[config.mk]
export PLATFORM = sky130hd
export DESIGN_NAME = agc_cntr_inc_sched_flat
export DESIGN_NICKNAME = d
export VERILOG_FILES = /design/src/rtl/agc_cntr_inc_sched_pkg.sv /design/src/rtl/agc_cntr_inc_sched_if.sv /design/src/rtl/agc_rr_arbiter.sv /design/src/rtl/agc_cntr_inc_sched.sv /design/src/flat_wrapper.sv
export SDC_FILE = /design/constraint.sdc
export NUM_CORES = 1
export LEC_CHECK = 0
export BUFFER_PORTS_ARGS = -buffer_cell sky130_fd_sc_hd__buf_2
export CAP_MARGIN = 10
export CORE_ASPECT_RATIO = 1.25
export CORE_UTILIZATION = 40
export DETAILED_ROUTE_END_ITERATION = 6
export GPL_TIMING_DRIVEN = 0
export HOLD_SLACK_MARGIN = 0.03
export PLACE_DENSITY = 0.64
export SLEW_MARGIN = 20
export SYNTH_ARGS = -nofsm -noshare
export SYNTH_HDL_FRONTEND = slang
export SYNTH_SLANG_ARGS = --single-unit
[constraint.sdc]
create_clock -name SIM_CLK -period 8.8 [get_ports SIM_CLK]
set_input_delay 0.44 -clock SIM_CLK [delete_from_list [all_inputs] [get_ports SIM_CLK]]
set_output_delay 0.44 -clock SIM_CLK [all_outputs]
set_load 0.05 [all_outputs]
[src/rtl/agc_cntr_inc_sched_pkg.sv]
// Shared types and default constants for the AGC counter-increment scheduler.
// Also used by the sim harness for cell base and timing defaults.
package agc_cntr_pkg;

  typedef enum logic [1:0] {
    S_IDLE,
    S_DRIVE,
    S_GAP
  } state_t;

  localparam logic [5:0] CELL_BASE_DEF = 6'o32;
  localparam int         GAP_DEF       = 2;
  localparam int         ACK_TMO_DEF   = 64;

endpackage

[src/rtl/agc_cntr_inc_sched_if.sv]
// Counter-priority bus between the scheduler and the AGC counter logic.
// The scheduler is master: it drives cell address and strobes.
interface agc_cntr_inc_sched_if;

  logic [5:0] CAD;
  logic       PCDU;
  logic       MCDU;
  logic       inc_ack;
  logic       MGOJAM;

  modport master (
    output CAD, PCDU, MCDU,
    input  inc_ack, MGOJAM
  );

  modport slave (
    input  CAD, PCDU, MCDU,
    output inc_ack, MGOJAM
  );

endinterface

[src/rtl/agc_rr_arbiter.sv]
// Combinational round-robin pick: first set request at or after ptr.
// Wraps around; valid low when no request is set.
module agc_rr_arbiter #(
  parameter int NSRC = 4,
  parameter int IW   = (NSRC > 1) ? $clog2(NSRC) : 1
) (
  input  logic [NSRC-1:0] req,
  input  logic [IW-1:0]   ptr,
  output logic [IW-1:0]   idx,
  output logic            valid
);

  always_comb begin : find
    int j;
    j     = 0;
    idx   = '0;
    valid = 1'b0;
    // Walk offsets high to low so the smallest offset wins.
    for (int k = NSRC - 1; k >= 0; k--) begin
      j = int'(ptr) + k;
      if (j >= NSRC) j = j - NSRC;
      if (req[j]) begin
        idx   = IW'(j);
        valid = 1'b1;
      end
    end
  end

endmodule

[src/rtl/agc_cntr_inc_sched.sv]
// Schedules signed pending increments from NSRC pulse sources onto the
// AGC counter-priority bus, one transfer at a time, round-robin.
module agc_cntr_inc_sched
  import agc_cntr_pkg::*;
#(
  parameter int         NSRC      = 4,
  parameter int         CNT_W     = 8,
  parameter logic [5:0] CELL_BASE = CELL_BASE_DEF,
  parameter int         GAP       = GAP_DEF,
  parameter int         ACK_TMO   = ACK_TMO_DEF
) (
  input  logic                  SIM_CLK,
  input  logic                  SIM_RST_n,
  input  logic [NSRC-1:0]       src_up,
  input  logic [NSRC-1:0]       src_dn,
  agc_cntr_inc_sched_if.master  bus,
  output logic [NSRC-1:0]       pending,
  output logic [NSRC-1:0]       ovf,
  output logic                  tmo_err
);

  localparam int IW = (NSRC > 1) ? $clog2(NSRC) : 1;
  localparam int SW = CNT_W + 2;
  localparam int TW = $clog2(ACK_TMO + 1);
  localparam int GW = $clog2(GAP + 1);
  localparam logic signed [SW-1:0] ONE  = SW'(1);
  localparam logic signed [SW-1:0] LIM  = SW'(2 ** (CNT_W - 1) - 1);
  localparam logic signed [SW-1:0] NLIM = -LIM;

  logic [NSRC-1:0][CNT_W-1:0] cnt;
  logic [NSRC-1:0][CNT_W-1:0] cnt_nxt;
  logic [NSRC-1:0]            sat;
  logic [NSRC-1:0]            serve;

  state_t          state;
  logic [IW-1:0]   ptr;
  logic [IW-1:0]   grant;
  logic [IW-1:0]   ptr_nxt;
  logic [IW-1:0]   arb_idx;
  logic            arb_valid;
  logic            dir_neg;
  logic            ack_ev;
  logic [TW-1:0]   tmr;
  logic [GW-1:0]   gcnt;

  assign ack_ev  = (state == S_DRIVE) && bus.inc_ack && !bus.MGOJAM;
  assign ptr_nxt = (grant == IW'(NSRC - 1)) ? '0 : grant + 1'b1;

  for (genvar i = 0; i < NSRC; i++) begin : g_src
    logic signed [SW-1:0] sum;
    assign serve[i] = ack_ev && (grant == IW'(i));
    always_comb begin
      sum = SW'(signed'(cnt[i]));
      if (src_up[i]) sum = sum + ONE;
      if (src_dn[i]) sum = sum - ONE;
      if (serve[i])  sum = dir_neg ? sum + ONE : sum - ONE;
    end
    assign sat[i] = (sum > LIM) || (sum < NLIM);
    assign cnt_nxt[i] = (sum > LIM)  ? LIM[CNT_W-1:0]  :
                        (sum < NLIM) ? NLIM[CNT_W-1:0] :
                                       sum[CNT_W-1:0];
  end

  always_ff @(posedge SIM_CLK) begin
    if (!SIM_RST_n) begin
      cnt     <= '0;
      pending <= '0;
      ovf     <= '0;
    end else begin
      cnt <= cnt_nxt;
      ovf <= ovf | sat;
      for (int k = 0; k < NSRC; k++)
        pending[k] <= |cnt_nxt[k];
    end
  end

  agc_rr_arbiter #(
    .NSRC (NSRC),
    .IW   (IW)
  ) u_arb (
    .req   (pending),
    .ptr   (ptr),
    .idx   (arb_idx),
    .valid (arb_valid)
  );

  always_ff @(posedge SIM_CLK) begin
    if (!SIM_RST_n) begin
      state    <= S_IDLE;
      ptr      <= '0;
      grant    <= '0;
      dir_neg  <= 1'b0;
      tmr      <= '0;
      gcnt     <= '0;
      tmo_err  <= 1'b0;
      bus.CAD  <= '0;
      bus.PCDU <= 1'b0;
      bus.MCDU <= 1'b0;
    end else if (bus.MGOJAM) begin
      // Restart abandons the transfer and holds off grants.
      state    <= S_GAP;
      gcnt     <= '0;
      bus.CAD  <= '0;
      bus.PCDU <= 1'b0;
      bus.MCDU <= 1'b0;
    end else begin
      unique case (state)
        S_IDLE: begin
          if (arb_valid) begin
            grant    <= arb_idx;
            dir_neg  <= cnt[arb_idx][CNT_W-1];
            bus.CAD  <= CELL_BASE + 6'(arb_idx);
            bus.PCDU <= !cnt[arb_idx][CNT_W-1];
            bus.MCDU <= cnt[arb_idx][CNT_W-1];
            tmr      <= '0;
            state    <= S_DRIVE;
          end
        end
        S_DRIVE: begin
          if (bus.inc_ack || tmr == TW'(ACK_TMO - 1)) begin
            if (!bus.inc_ack) tmo_err <= 1'b1;
            ptr      <= ptr_nxt;
            gcnt     <= '0;
            bus.CAD  <= '0;
            bus.PCDU <= 1'b0;
            bus.MCDU <= 1'b0;
            state    <= S_GAP;
          end else begin
            tmr <= tmr + 1'b1;
          end
        end
        S_GAP: begin
          if (gcnt == GW'(GAP - 1)) state <= S_IDLE;
          else                      gcnt  <= gcnt + 1'b1;
        end
        default: state <= S_IDLE;
      endcase
    end
  end

endmodule

[src/flat_wrapper.sv]
// flat-port wrapper written by rule: the top's interface ports become plain ports
module agc_cntr_inc_sched_flat import agc_cntr_pkg::*;
#(
  parameter int         NSRC      = 4,
  parameter int         CNT_W     = 8,
  parameter logic [5:0] CELL_BASE = CELL_BASE_DEF,
  parameter int         GAP       = GAP_DEF,
  parameter int         ACK_TMO   = ACK_TMO_DEF
)
  (SIM_CLK, SIM_RST_n, src_up, src_dn, pending, ovf, tmo_err, bus_CAD, bus_PCDU, bus_MCDU, bus_inc_ack, bus_MGOJAM);
  agc_cntr_inc_sched_if bus_i ();
  input  logic SIM_CLK;
  input  logic SIM_RST_n;
  input  logic [NSRC-1:0] src_up;
  input  logic [NSRC-1:0] src_dn;
  output logic [NSRC-1:0] pending;
  output logic [NSRC-1:0] ovf;
  output logic tmo_err;
  output wire logic [$bits(bus_i.CAD)-1:0] bus_CAD;
  output wire logic [$bits(bus_i.PCDU)-1:0] bus_PCDU;
  output wire logic [$bits(bus_i.MCDU)-1:0] bus_MCDU;
  input wire logic [$bits(bus_i.inc_ack)-1:0] bus_inc_ack;
  input wire logic [$bits(bus_i.MGOJAM)-1:0] bus_MGOJAM;
  assign bus_CAD = bus_i.CAD;
  assign bus_PCDU = bus_i.PCDU;
  assign bus_MCDU = bus_i.MCDU;
  assign bus_i.inc_ack = bus_inc_ack;
  assign bus_i.MGOJAM = bus_MGOJAM;
  agc_cntr_inc_sched #(.NSRC(NSRC), .CNT_W(CNT_W), .CELL_BASE(CELL_BASE), .GAP(GAP), .ACK_TMO(ACK_TMO)) u_core (.SIM_CLK(SIM_CLK), .SIM_RST_n(SIM_RST_n), .src_up(src_up), .src_dn(src_dn), .bus(bus_i), .pending(pending), .ovf(ovf), .tmo_err(tmo_err));
endmodule
; Yosys cells after proc, flatten, opt, wreduce, memory -nomap -nowiden
; Index checks and enable logic that the tools add are counted.
[op_classes]
add_sub_neg = 27
n_mux = 70
bitwise_logic = 4
n_shift = 0
magnitude_cmp = 17
n_div = 0
n_eq_ne = 15
multipliers = 0
reduce_logical = 30
[ops]
columns = cell, n
row1 = 2-to-1 mux 10 bit, 16
row2 = "less-than comparator 32 x 4 -> 1 bit, second input constant", 4
row3 = 2-to-1 mux 32 bit, 4
row4 = "subtractor 10 x 2 -> 10 bit, second input constant", 8
row5 = 2-to-1 mux 8 bit, 9
row6 = "adder 10 x 2 -> 10 bit, second input constant", 4
row7 = "greater-than comparator 10 x 8 -> 1 bit, second input constant", 4
row8 = "less-than comparator 10 x 8 -> 1 bit, second input constant", 4
row9 = "adder 8 x 2 -> 9 bit, second input constant", 4
row10 = ">= comparator 32 x 4 -> 1 bit, second input constant", 1
row11 = OR reduction 8 bit, 4
row12 = "subtractor 32 x 4 -> 32 bit, second input constant", 1
row13 = 2-to-1 mux 2 bit, 11
row14 = AND reduction 3 bit, 6
row15 = binary-select mux 8 bit (select 2 bit), 1
row16 = 2-to-1 mux 1 bit, 15
row17 = 2-to-1 mux 7 bit, 2
row18 = case mux 7 bit (2 select lines), 1
row19 = 2-to-1 mux 6 bit, 2
row20 = case mux 6 bit (2 select lines), 1
row21 = binary-select mux 1 bit (select 2 bit), 4
row22 = AND reduction 4 bit, 2
row23 = "subtractor 3 x 3 -> 4 bit, second input constant", 2
row24 = "adder 7 x 1 -> 7 bit, second input constant", 1
row25 = 26 further kinds, 52
[totals]
elab_cells = 180
mem_bits_rw = 0
inputBits = 12
latch_bits = 0
mem_count = 0
output_inout_bits = 17
register_bits = 65
rom_bits = 0

; Logic depth before layout (Yosys ltp)
[logic_depth]
ltp_word = 15
mapped_depth = 18
mapped_depth_nobuf = 17

; By module
; A second synthesis with hierarchy kept.
[unflattened]
hier_cells = 842
area_unflattened_um2 = 6692.7
[modules_own_cells]
columns = module, seq_area_each_um2, cells_per_inst, instances, area_each_um2
row1 = agc_cntr_inc_sched, 1261.2, 829, 1, 6615.1
row2 = agc_rr_arbiter, 0.0, 13, 1, 77.6

; Worst setup path after synthesis
; No wires, ideal clock.
[synth_path]
kind = register to register
start = reg u_core.cnt[1] (netlist name)
end = reg u_core.cnt[4] (netlist name)
t_required_ns = 8.725
path_stages_with_launch = 16
synth_period_minus_slack_ns = 3.831
setup_ns = 0.075
slack_ns = 4.969
t_arrival_ns = 3.756
cell_sequence = dfxtp_1 ha_1 nand3_1 o31ai_1 a2111oi_0 or3_1 and2_1 ha_1 a21oi_1 o21ai_0 o21bai_1 xnor2_1 o22ai_1 or4_1 a2bb2oi_1 a31oi_1
[synth_between]
elab_chain_len = 10
elab_cells_between_ends = 12
classes_between = add/sub: 4 / order compare: 2 / mux: 6
[synth_lines]
columns = item, line
row1 = start: declaration, agc_cntr_inc_sched.sv:30  ; logic [NSRC-1:0][CNT_W-1:0] cnt;
row2 = start signal: assignment, agc_cntr_inc_sched.sv:70  ; cnt <= cnt_nxt;
row3 = adder 8 x 2 -> 9 bit, agc_cntr_inc_sched.sv:54  ; if (src_up[i]) sum = sum + ONE;
row4 = 2-to-1 mux 10 bit *, agc_cntr_inc_sched.sv:54
row5 = subtractor 10 x 2 -> 10 bit, agc_cntr_inc_sched.sv:55  ; if (src_dn[i]) sum = sum - ONE;
row6 = 2-to-1 mux 10 bit *, agc_cntr_inc_sched.sv:55
row7 = subtractor 10 x 2 -> 10 bit or adder 10 x 2 -> 10 bit (tied branches), agc_cntr_inc_sched.sv:56  ; if (serve[i]) sum = dir_neg ? sum + ONE : sum - ONE;
row8 = 2-to-1 mux 10 bit, agc_cntr_inc_sched.sv:56
row9 = 2-to-1 mux 10 bit *, agc_cntr_inc_sched.sv:56
row10 = less-than comparator 10 x 8 -> 1 bit, agc_cntr_inc_sched.sv:60  ; (sum < NLIM) ? NLIM[CNT_W-1:0] :
row11 = 2-to-1 mux 8 bit, agc_cntr_inc_sched.sv:60
row12 = 2-to-1 mux 8 bit *, agc_cntr_inc_sched.sv:59  ; assign cnt_nxt[i] = (sum > LIM) ? LIM[CNT_W-1:0] :
; Every way passes the cells marked *; elsewhere a longest branch is shown, timed or not.
; A chain may end at the register's enable or synchronous reset.

; Worst setup path in the final report
[layout_path]
start = reg u_core.cnt[1] (netlist name)
end = reg u_core.cnt[2] (netlist name)
; Same word-level chain as after synthesis.

==> implementation parameters <==
Parameter                              Value

Run status
  Result of the run ... completed

Drt
  Total Wirelength ... 16,700 um
  Number of nets with antenna violations after routing ... 0
  Violation count after the first detailed-route iteration ... 351
  Vias ... 6,373
  Routed len/inst ... 14.8 um
  Drc violations ... 0
  Length of the first detailed-routing pass in iterations ... 5
  Vias per Instance ... 5.67

Setup path
  Internal reg-to-reg setup slack ... 4.15 ns
  Kind of cell adding the most delay to the critical path ... compound AO/OA/AOI/OAI gates
  Capture instance of the worst register-to-register path ... u_core.cnt[2]$_SDFF_PN0_
  Kind of launch point of the worst setup path ... flop
  Peak fanout along the critical path ... 10
  Sort of element at the end of the critical path ... flop
  Worst endpoint required time ... 9.05 ns
  Highest-delay cell along the critical path ... sky130_fd_sc_hd__o31ai_1
  Type of the setup path with the least slack ... reg2reg
  Path depth of the worst reg2reg path ... 15
  Arrival @ worst endpoint ... 4.89 ns
  Critical R2R Launch ... u_core.cnt[1]$_SDFF_PN0_
  CP bufs+invs ... 0
  Chain of cells forming the critical path ... ha_1, nand3_1, o31ai_1, a2111oi_0, or3_1, and2_1, ha_1, a21oi_1, o21ai_0, a21oi_1, o31ai_1, mux2i_1, xor2_1, a21bo_2, a31oi_1
  Crit path largest cell delay ... 0.59 ns

Min path
  Path type of the worst min-delay path ... reg2reg
  Hold path startpoint ... u_core.ovf[3]$_SDFF_PN0_
  Worst hold path cell count ... 2
  Endpoint of the worst hold-timing path ... u_core.ovf[3]$_SDFF_PN0_

CTS
  Setup repair bufs after CTS ... 0
  Clock tree from TritonCTS ... done
  Clk slew on worst S/H paths ... 0.05 ns
  Sinks on Clock Net ... 63
  Library cell used as clock root buffer ... sky130_fd_sc_hd__clkbuf_16
  Worst-Skew Late Latency ... 0.33 ns
  Number of H-tree levels ... 3
  Total of cells resized after clock tree synthesis ... 0
  Number of buffers on the longest clock path ... 2
  Post-CTS Hold Buffers ... 0
  TritonCTS Buffers ... 9

Die
  Site Rows ... 52
  Die Span Y ... 147 um
  Die ar. ... 17,400 um2
  Area of the core region ... 16,300 um2
  Initial Util ... 41.4%
  Die outline width ... 118 um
  Boundary Pins ... 29

Global routing
  Global-route wire length before repair ... 28,000 um
  Overall routing resource usage ... 19.5%
  Largest net degree at the start of global routing ... 30
  Via count of the first global-routing pass ... 6,023
  Initial antenna violation count ... 0
  Remaining global-route overflow ... 0

Timing
  Fmax ... 215 MHz
  Worst Hold Margin ... 0.480 ns
  Clock skew ... 0.00582 ns
  Final min period ... 4.65 ns
  Unrepaired setup endpoints after global routing ... no
  Max Transition Viols Final ... 0
  Worst slew margin ... 55.4%
  Worst-Margin Slew ... 0.666 ns
  Setup TNS ... 0 ns
  Final Hold Vio Count ... 0
  Final clock period utilization by the worst path ... 52.8%
  Final setup fails ... 0

Synthesis
  Share of async-settable or async-resettable flops after synthesis ... 0%
  Count of cell types in the netlist ... 90
  Dominant cell type by area after synthesis ... sky130_fd_sc_hd__dfxtp_1
  Top area cells in the synthesized netlist ... sky130_fd_sc_hd__dfxtp_1, sky130_fd_sc_hd__ha_1, sky130_fd_sc_hd__xnor2_1
  Yosys warns ... 0
  Synth Cell Area ... 6760 um2
  Synth Flop Type ... sky130_fd_sc_hd__dfxtp_1
  Top cell type's share of synthesized area ... 18.7%
  Number of synthesized register bits ... 63
  Per-instance average area after synthesis ... 7.80 um2
  Post-Syn Instances ... 866
  EDFF count, synth ... 0
  Post-Synthesis Net Count ... 932
  Share of the yosys chip area belonging to registers ... 18.7%

Placed design
  PortBufs ... 25
  Post-placement cell area ... 7170 um2
  Routability cong. ... 0.859
  Final HPWL DP ... 13,000 um

Power
  Worst-case vdd ir drop ... 141 uV
  Leakage power ... 3.04 nW
  Power density cells ... 388 nW/um2

Finish
  Area grow syn2layout ... 10.6%
  Fin util ... 45.7%
  Diode count ... 0
  Ratio of cells with drive above 1 in the final layout ... 10.5%
  Final net count ... 969
  Finished Cell Area ... 7470 um2

Run
  Max Cap Violations ... 0
-- worst max-delay path by stage --
stage                     cells after the start                      from                  endpoint  slack, ns
after global routing                         15  u_core.cnt[1]$_SDFF_PN0_  u_core.cnt[6]$_SDFF_PN0_       3.69
after floorplan                              15  u_core.cnt[1]$_SDFF_PN0_  u_core.cnt[4]$_SDFF_PN0_       4.97
after CTS                                    15  u_core.cnt[1]$_SDFF_PN0_  u_core.cnt[2]$_SDFF_PN0_       4.22
after detailed placement                     15  u_core.cnt[1]$_SDFF_PN0_  u_core.cnt[2]$_SDFF_PN0_       4.27
after global placement                       15  u_core.cnt[1]$_SDFF_PN0_  u_core.cnt[5]$_SDFF_PN0_       4.29
final                                        15  u_core.cnt[1]$_SDFF_PN0_  u_core.cnt[2]$_SDFF_PN0_       4.15
-- cell families after synthesis --
| family | synth area share, % |
|---|---|
| AOI/OAI and AO/OA | 25.5 |
| xor gates and xnor gates | 12.0 |
| adders and majority gates | 10.4 |
| buffers and inverters | 5.56 |
| DFF | 18.7 |
| muxes | 4.89 |
| other | 0.0555 |
| and+or+nand+nor | 22.9 |
-- cell type report --
cell class | instances | area (um2)
Multi-Input combinational cell | 718 | 5120
Sequential cell | 63 | 1260
Clock buffer | 12 | 256
Buffer | 50 | 244
Fill cell | 1666 | 8860
Clock inverter | 3 | 42.5
Tap cell | 216 | 270
Inverter | 35 | 131
Timing Repair Buffer | 26 | 145
-- power by group --
group / switching, mW / total (mW) / internal (mW)
Sequential: 0.0662 / 0.424 / 0.358
Combinational: 1.21 / 2.11 / 0.896
Clock: 0.128 / 0.361 / 0.233
-- synthesized netlist by cell type, types with 6 or more instances --
cell type and number:
sky130_fd_sc_hd__a21boi_0 7, sky130_fd_sc_hd__nand4_1 22, sky130_fd_sc_hd__a31oi_1 15, sky130_fd_sc_hd__and2_1 14, sky130_fd_sc_hd__dfxtp_1 63, sky130_fd_sc_hd__or2_2 7
sky130_fd_sc_hd__a21o_1 14, sky130_fd_sc_hd__nor4_1 10, sky130_fd_sc_hd__a211oi_1 15, sky130_fd_sc_hd__a221oi_1 7, sky130_fd_sc_hd__buf_2 14, sky130_fd_sc_hd__and3_1 15
sky130_fd_sc_hd__and4_1 6, sky130_fd_sc_hd__nand2b_1 8, sky130_fd_sc_hd__o31ai_1 7, sky130_fd_sc_hd__nor2b_1 6, sky130_fd_sc_hd__clkbuf_1 26, sky130_fd_sc_hd__o21ai_0 36
sky130_fd_sc_hd__nor2_1 65, sky130_fd_sc_hd__nand2_1 67, sky130_fd_sc_hd__nor3_1 19, sky130_fd_sc_hd__a22oi_1 9, sky130_fd_sc_hd__xnor2_1 47, sky130_fd_sc_hd__a21oi_1 62
sky130_fd_sc_hd__o22ai_1 10, sky130_fd_sc_hd__or3_1 6, sky130_fd_sc_hd__mux2i_1 24, sky130_fd_sc_hd__ha_1 50, sky130_fd_sc_hd__mux2_2 8, sky130_fd_sc_hd__inv_1 34
sky130_fd_sc_hd__xor2_1 31, sky130_fd_sc_hd__o21a_1 6, sky130_fd_sc_hd__nand3_1 26
-- worst min-delay path: stages (launching register included) --
cell and delay [ns]:
sky130_fd_sc_hd__dfxtp_1 0.31, sky130_fd_sc_hd__inv_1 0.06, sky130_fd_sc_hd__a21boi_1 0.05
-- per-layer routing --
| metal | up-vias | track usage (%) | wire [um] |
|---|---|---|---|
| li1 | 3296 | - | - |
| met1 | 2915 | 22.8 | 7340 |
| met2 | 138 | 35.9 | 8470 |
| met3 | 24 | 2.14 | 523 |
| met4 | 0 | 8.08 | 328 |
| met5 | - | 0 | 0 |
-- cells in the final DEF (no fill, tap or decap), types with 22 or more instances in the layout --
cell,synthesis,final
sky130_fd_sc_hd__buf_2,14,39
sky130_fd_sc_hd__nand4_1,22,22
sky130_fd_sc_hd__nor2_1,65,65
sky130_fd_sc_hd__mux2i_1,24,24
sky130_fd_sc_hd__o21ai_0,36,36
sky130_fd_sc_hd__a21oi_1,62,62
sky130_fd_sc_hd__xor2_1,31,31
sky130_fd_sc_hd__clkbuf_1,26,27
sky130_fd_sc_hd__dfxtp_1,63,63
sky130_fd_sc_hd__nand3_1,26,26
sky130_fd_sc_hd__nand2_1,67,67
sky130_fd_sc_hd__xnor2_1,47,47
sky130_fd_sc_hd__ha_1,50,50
sky130_fd_sc_hd__inv_1,34,33
-- stage by stage --
stage / power (mW) / cells / worst slack, ns
3_3_place_gp: 2.50 / 1107 / 4.29
2_1_floorplan: 2.13 / 866 / 4.97
3_5_place_dp: 2.53 / 1108 / 4.27
5_1_grt: 3.19 / 1123 / 3.69
6_report: 2.90 / 1123 / 4.15
4_1_cts: 2.90 / 1123 / 4.22
-- sequential cells by signal, summed over array words and instances, names as in the netlist, 2 cells and up --
| register | cells |
|---|---|
| u_core.grant | 2 |
| u_core.state | 2 |
| u_core.ovf | 4 |
| u_core.gcnt | 2 |
| u_core.tmr | 7 |
| u_core.bus.CAD | 4 |
| u_core.ptr | 2 |
| u_core.cnt | 32 |
| u_core.pending | 4 |
No activity file was read; power rests on OpenSTA's default activity.
